## src/rtl/wb_stage.sv

```systemverilog
// wb_stage -- MEM/WB pipeline register and write-back stage.
//
// The MEM-stage instruction is captured into the MEM/WB register. The
// register-file write port is then driven from that register with no
// further latency. Load data arrives from a synchronous data memory in
// the same cycle the load sits in WB. It is byte/half selected and sign-
// or zero-extended here. The stage also counts retired instructions.
//
// Ports
//   clk, rst_n        clock (rising edge), asynchronous active-low reset
//   stall             hold the MEM/WB register
//   flush             turn the incoming instruction into a bubble
//   mem_*             MEM-stage instruction fields
//   dmem_rdata        synchronous data-memory read word (valid in WB)
//   wb_valid, wb_rd,
//   wb_reg_write,
//   wb_data           register-file write port / forwarding source
//   instret           retired-instruction counter (wraps)
module wb_stage #(
    parameter int XLEN  = 32,
    parameter int CNT_W = 64
) (
    input  logic             clk,
    input  logic             rst_n,
    input  logic             stall,
    input  logic             flush,
    input  logic             mem_valid,
    input  logic [XLEN-1:0]  mem_alu_result,
    input  logic [XLEN-1:0]  mem_pc_plus4,
    input  logic [4:0]       mem_rd,
    input  logic             mem_reg_write,
    input  logic [1:0]       mem_result_src,
    input  logic [2:0]       mem_funct3,
    input  logic [XLEN-1:0]  dmem_rdata,
    output logic             wb_valid,
    output logic [4:0]       wb_rd,
    output logic             wb_reg_write,
    output logic [XLEN-1:0]  wb_data,
    output logic [CNT_W-1:0] instret
);

    typedef struct packed {
        logic            reg_write;
        logic [4:0]      rd;
        logic [XLEN-1:0] alu_result;
        logic [XLEN-1:0] pc_plus4;
        logic [1:0]      result_src;
        logic [2:0]      funct3;
    } memwb_t;

    memwb_t           r;
    logic             valid;
    logic             held;
    logic [XLEN-1:0]  hold;
    logic [CNT_W-1:0] instret_q;

    always_ff @(posedge clk or negedge rst_n) begin
        if (!rst_n) begin
            r         <= '0;
            valid     <= 1'b0;
            held      <= 1'b0;
            hold      <= '0;
            instret_q <= '0;
        end else begin
            // Flush wins over stall; data fields are don't-care on a bubble.
            if (flush)
                valid <= 1'b0;
            else if (!stall)
                valid <= mem_valid;

            if (!stall) begin
                r.reg_write  <= mem_reg_write;
                r.rd         <= mem_rd;
                r.alu_result <= mem_alu_result;
                r.pc_plus4   <= mem_pc_plus4;
                r.result_src <= mem_result_src;
                r.funct3     <= mem_funct3;
            end

            // The memory word is only guaranteed for one cycle. Freeze it
            // on the first stalled edge so a long stall keeps the
            // original value.
            if (flush || !stall)
                held <= 1'b0;
            else if (valid && !held) begin
                held <= 1'b1;
                hold <= dmem_rdata;
            end

            if (valid && !stall)
                instret_q <= instret_q + 1'b1;
        end
    end

    // Load alignment and extension
    logic [XLEN-1:0] rdata;
    logic [7:0]      ld_byte;
    logic [15:0]     ld_half;
    logic [XLEN-1:0] ld_data;

    assign rdata   = held ? hold : dmem_rdata;
    assign ld_byte = rdata[{r.alu_result[1:0], 3'b000} +: 8];
    assign ld_half = rdata[{r.alu_result[1], 4'b0000} +: 16];

    always_comb begin
        ld_data = rdata;
        case (r.funct3)
            3'b000:  ld_data = {{(XLEN-8){ld_byte[7]}}, ld_byte};
            3'b001:  ld_data = {{(XLEN-16){ld_half[15]}}, ld_half};
            3'b100:  ld_data = {{(XLEN-8){1'b0}}, ld_byte};
            3'b101:  ld_data = {{(XLEN-16){1'b0}}, ld_half};
            default: ld_data = rdata;
        endcase
    end

    always_comb begin
        wb_data = r.alu_result;
        case (r.result_src)
            2'b01:   wb_data = ld_data;
            2'b10:   wb_data = r.pc_plus4;
            default: wb_data = r.alu_result;
        endcase
    end

    assign wb_valid     = valid;
    assign wb_rd        = r.rd;
    assign wb_reg_write = valid & r.reg_write & (r.rd != 5'd0);
    assign instret      = instret_q;

endmodule

```

## config.mk

```make
export PLATFORM = sky130hd
export DESIGN_NAME = wb_stage
export DESIGN_NICKNAME = d
export VERILOG_FILES = /design/src/rtl/wb_stage.sv
export SDC_FILE = /design/constraint.sdc
export NUM_CORES = 1
export LEC_CHECK = 0
export ABC_AREA = 1
export CORE_MARGIN = 1
export CORE_UTILIZATION = 40
export DETAILED_ROUTE_END_ITERATION = 10
export GPL_ROUTABILITY_DRIVEN = 0
export PLACE_DENSITY = 0.65
export SLEW_MARGIN = 20
export SYNTH_ARGS = -nofsm -noshare
export SYNTH_HDL_FRONTEND = slang
export SYNTH_SLANG_ARGS = --single-unit
```

## constraint.sdc

```tcl
create_clock -name clk -period 2.3 [get_ports clk]
set_clock_uncertainty 0.1 [all_clocks]
set_input_delay 0.345 -clock clk [delete_from_list [all_inputs] [get_ports clk]]
set_output_delay 0.345 -clock clk [all_outputs]
set_load 0.05 [all_outputs]
```

# Yosys cells after proc, flatten, opt, wreduce, memory -nomap -nowiden

Cells that the tools add are included.
Widths: inputs -> output; s select.

Register bits after elaboration: 173
Latch bits: 0
Bits in writable memories: 0
Bits in read-only memories: 0
Input port bits: 112
Memories: 0

Add/subtract/negate cells: 1
Multipliers: 0
Divide/modulo/power cells: 0
Order comparisons: 0
Equality and inequality tests: 6
Shift operators: 2
Multiplexer cells: 7
Bitwise gates (word level): 3
Reduce and logical (&&, ||, !) cells: 9

Operators with widths:

| cell                  | count |
|---|---|
| $pmux 32 s4           | 1 |
| $add 64x1->64 const B | 1 |
| $pmux 32 s2           | 1 |
| $mux 32               | 1 |
| $shiftx 32x6->16      | 1 |
| $shiftx 32x6->8       | 1 |
| $eq 3x3->1 const B    | 2 |
| $reduce_bool 5->1     | 1 |
| $mux 1                | 4 |
| $eq 3x1->1 const B    | 1 |
| $logic_not 3->1       | 1 |
| $and 1x1->1           | 2 |
| $eq 2x1->1 const B    | 1 |
| $eq 2x2->1 const B    | 1 |
| $logic_and 1x1->1     | 2 |
| $logic_not 1->1       | 2 |
| $ne 2x1->1 const B    | 1 |
| $reduce_and 2->1      | 1 |
| $reduce_bool 2->1     | 1 |
| $logic_or 1x1->1      | 1 |
| $not 1->1             | 1 |

# Depth between registers and ports, before layout

Depth in word-level cells: 4
Gate-level depth with buffers: 12
Mapped depth without buffers: 10

# Least setup slack after synthesis

OpenSTA, ideal clock, no wires.

Path kind: register to output
Start point: register held
End point: output port wb_data[16]
Data arrival time: 2.065 ns
Required time: 1.855 ns
Path slack: -0.210 ns
Stages on the path, launching flop included: 13
Buffers on the path: 3
Cell sequence: dfrtp_1 > buf_6 > clkinv_2 > buf_6 > nand2_1 > nand3_1 > nand3_1 > nand2_2 > nand2_4 > nand3_4 > buf_6 > nand2_1 > a21oi_1

Word-level cells in the longest chain between the ends: 4

Ends and longest elaborated chain:

| element                                             | RTL line | text |
|---|---|---|
| start, declared                                     | 53       | `logic held;` |
| start signal, assigned                              | 61       | `held <= 1'b0;` |
| start signal, assigned                              | 84       | `held <= 1'b0;` |
| start signal, assigned                              | 86       | `held <= 1'b1;` |
| $mux 32 (*)                                         | 101      | `assign rdata = held ? hold : dmem_rdata;` |
| $shiftx 32x6->16 or $shiftx 32x6->8 (tied branches) | 103, 102 |  |
| $pmux 32 s4 (*)                                     | 107      | `case (r.funct3)` |
| $pmux 32 s2 (*)                                     | 118      | `case (r.result_src)` |
| end, declared                                       | 38       | `output logic [XLEN-1:0] wb_data,` |

Mark *: on every way between the ends. The rest lies on a longest branch, timed or not.

# Worst setup path after layout

Start point: register held
End point: output port wb_data[15]

The elaborated chain is that of the path after synthesis.

==> summary.txt <==
Site Rows: 57
Library cells used by synthesis: 41
CP Buf/Inv Count: 3
Clk pin slew, worst setup/hold paths: 0.07 ns
Worst-skew pair later-pin latency: 0.44 ns
Die area: 25400 um^2
Vias: 10100
Switch Pwr: 0.00334 W
Critical path type: flip-flop to primary output
Worst R2R Setup Slack: 0.32 ns
Remaining design rule violation count: 0
Max-slew violations: 0
Routed WL: 33800 um
F_max: 375 MHz
Final Critical Period: 2.67 ns
Worst setup margin: -0.369 ns
DR pass1 iterations: 6
Vias in the first global route: 9773
Num ports: 215
Layout cell share with drive strength beyond 1: 16.5%
Worst hold path class: input port to flip-flop
Most frequent cells in the layout: nand2_1 (546), clkdlybuf4s50_1 (177), dfrtp_1 (172)
Post-Synthesis Cells: 1426
Combinational share of power: 30.5%
Area Growth Syn to Fin: 41.1%
Die Wd: 159 um
CTS root buffer: clkbuf_16
Rel. slew slack: 42.3%
Fin crit share: 116%
RSZ-0062 raised after global routing: true
PD cells: 661 nW/um^2
Final setup viols: 32
YS warnings: 0
Clock tree buffer depth: 2
Nets@finish: 1778
Total track usage: 26.7%
Post-route antenna net violation count: 0
Core Box Area: 24300 um^2
CP Cell Sequence: inv_4 > nand2_1 > nand3_2 > nand3_2 > nand2_4 > nand2_4 > buf_6 > nand3_2 > nand2_2 > a21oi_2 > buf_6
Startpoint Class: flip-flop
Gr ovfl total: 0
Crit path DAT: 2.22 ns
Initial Util: 40.7%
Most used cell, CP: nand3_2
Htree depth: 4
Synthesized cell area: 9900 um^2
Die Ht: 159 um
Global-route wire length before repair: 52800 um
Clock share of power: 30.8%
Cell area after layout: 14000 um^2
Placement-stage cell area: 12700 um^2
Peak supply drop: 432 uV
Number of buffers created by CTS: 17
CP Capture Type: primary output
Dpl hpwl: 24400 um
Critical path data required time: 1.86 ns
Lkg Pwr: 6.57 nW
Via density per instance: 5.04
Port buffer count: 214
Mapped Nets: 1541
Count of final hold-check violations: 0
WL/cell: 16.9 um
Syn Area/Cell: 6.94 um^2
Max-Cap Viols: 0
Fin cells: 2001
Slew @ Worst Pin: 0.866 ns
Util after Layout: 57.4%
Switching Share: 36.1%
Placed instance count: 1954
Cell internal pwr: 0.00590 W
Max incr delay on CP: 0.51 ns
TritonCTS clock tree: built
Sequential share of the synthesized area: 43.7%
Outcome: finished with violations
Setup_tns: -10.22 ns
Crit path max fanout: 6
Commonest non-fill, non-tap cell in the layout: nand2_1
Initial antenna violation count: 5
Initial DRC Count: 871
# fillers: 2279
Top delay family on crit path: simple AND/OR/NAND/NOR gates
Maximum number of pins on one net before global-route repair: 82
Power Total: 0.00924 W
Highest-delay cell along the critical path: dfrtp_2
#FFs+latches synth: 173
Failing checks: setup timing
Flop pwr share: 38.7%
Clock Sinks: 173
## sequential cells by signal, summed over array words and instances (netlist names)
signal	flops
held	1
wb_rd	5
instret	64
hold	32
r	70
wb_valid	1
## through the flow
stage	hold WS (ns)	setup slack, ns
floorplan	-0.0506	0.0480
global placement	0.235	-0.164
detailed placement	0.236	-0.168
CTS	0.215	-0.338
global route	0.245	-0.441
finish	0.222	-0.369
## layout make-up
class / count / area (um^2) / share of cell area (%)
tap: 324 / 405 / 2.90
antenna: 1 / 2.50 / 0.0179
multi-input combinational: 1071 / 5360 / 38.4
inverter: 122 / 464 / 3.32
clock inverter: 14 / 133 / 0.950
sequential: 173 / 4330 / 31.0
clock buffer: 18 / 429 / 3.07
timing repair buffer: 278 / 2840 / 20.4
## cell usage after synthesis
cell type	count	area [um^2]
buf_6	3	33.8
nand3_2	4	40.0
nand2_1	582	2180
buf_1	9	33.8
clkbuf_2	1	5.00
inv_2	3	11.3
nand3b_2	1	11.3
o311ai_0	1	8.76
nand3_4	2	35.0
nand4_1	7	43.8
nor2_8	1	20.0
and2_1	1	6.26
nor4_4	1	21.3
inv_1	117	439
o21ai_1	4	20.0
nand3_1	57	285
nand4_2	1	12.5
nor3_2	2	20.0
nor4_1	1	6.26
nor2_2	5	31.3
o21bai_1	6	45.0
clkbuf_1	35	131
clkinv_2	1	5.00
buf_4	6	45.0
xnor2_1	28	245
ha_1	3	37.5
mux2_2	5	56.3
nand2_4	2	22.5
nor2_4	3	33.8
or3_1	1	6.26
clkinv_1	1	3.75
o22ai_1	2	12.5
nor2_1	160	601
a21oi_1	79	395
buf_2	7	35.0
o21ai_0	84	420
or2_2	1	6.26
dfrtp_1	173	4330
xor2_1	17	149
nor3_1	5	25.0
nand2_2	4	25.0
## metal layers
metal / vias to the layer above / routed length [um] / global-route usage [%]
met5: - / 56 / 0
met4: 8 / 989 / 10.3
met3: 69 / 2510 / 5.81
met2: 424 / 16100 / 44.1
met1: 4677 / 14100 / 34.1
li1: 4913 / - / -
## worst min-delay path, cell delays in order
cell     delay, ns
buf_2         0.15
inv_2         0.08
nor2_2        0.05
inv_1         0.06
a21oi_1       0.04
## logic make-up after synthesis
family | count (synthesis) | share of synthesized area, %
fa+ha+maj | 3 | 0.379
xor+xnor | 45 | 3.98
simple gates | 841 | 34.7
compound gates | 176 | 9.11
buf+inv | 183 | 7.51
flops | 173 | 43.7
mux | 5 | 0.569
## what timing repair did
item | in CTS | in global routing
buffers inserted | 8 | 4
endpoints found under the setup margin | 33 | 33
gates cloned | 3 | 1
gates resized for setup | 97 | 84
hold buffers | 1 | 0
hold endpoints to repair | 44 | 0
pin swaps | 20 | 39
## final timing paths
| path | to | cells past startpoint | startpoint |
|---|---|---|---|
| max in group asynchronous | instret[25] | 3 | rst_n |
| worst min-delay path | held | 5 | stall |
| worst max-delay path | wb_data[15] | 11 | held |
| worst min register to register | r[8] | 2 | r[8] |
| worst max register to register | instret[44] | 7 | instret[0] |
| min in group asynchronous | hold[17] | 2 | rst_n |
## power groups by stage
stage,Clock [W],Sequential (W),Combinational [W]
floorplan,0,0.00369,0.00144
global placement,0,0.00359,0.00251
detailed placement,0,0.00360,0.00252
CTS,0.00289,0.00355,0.00268
global route,0.00304,0.00360,0.00301
finish,0.00285,0.00357,0.00282
Note: power is estimated with default switching activity, not from simulation.
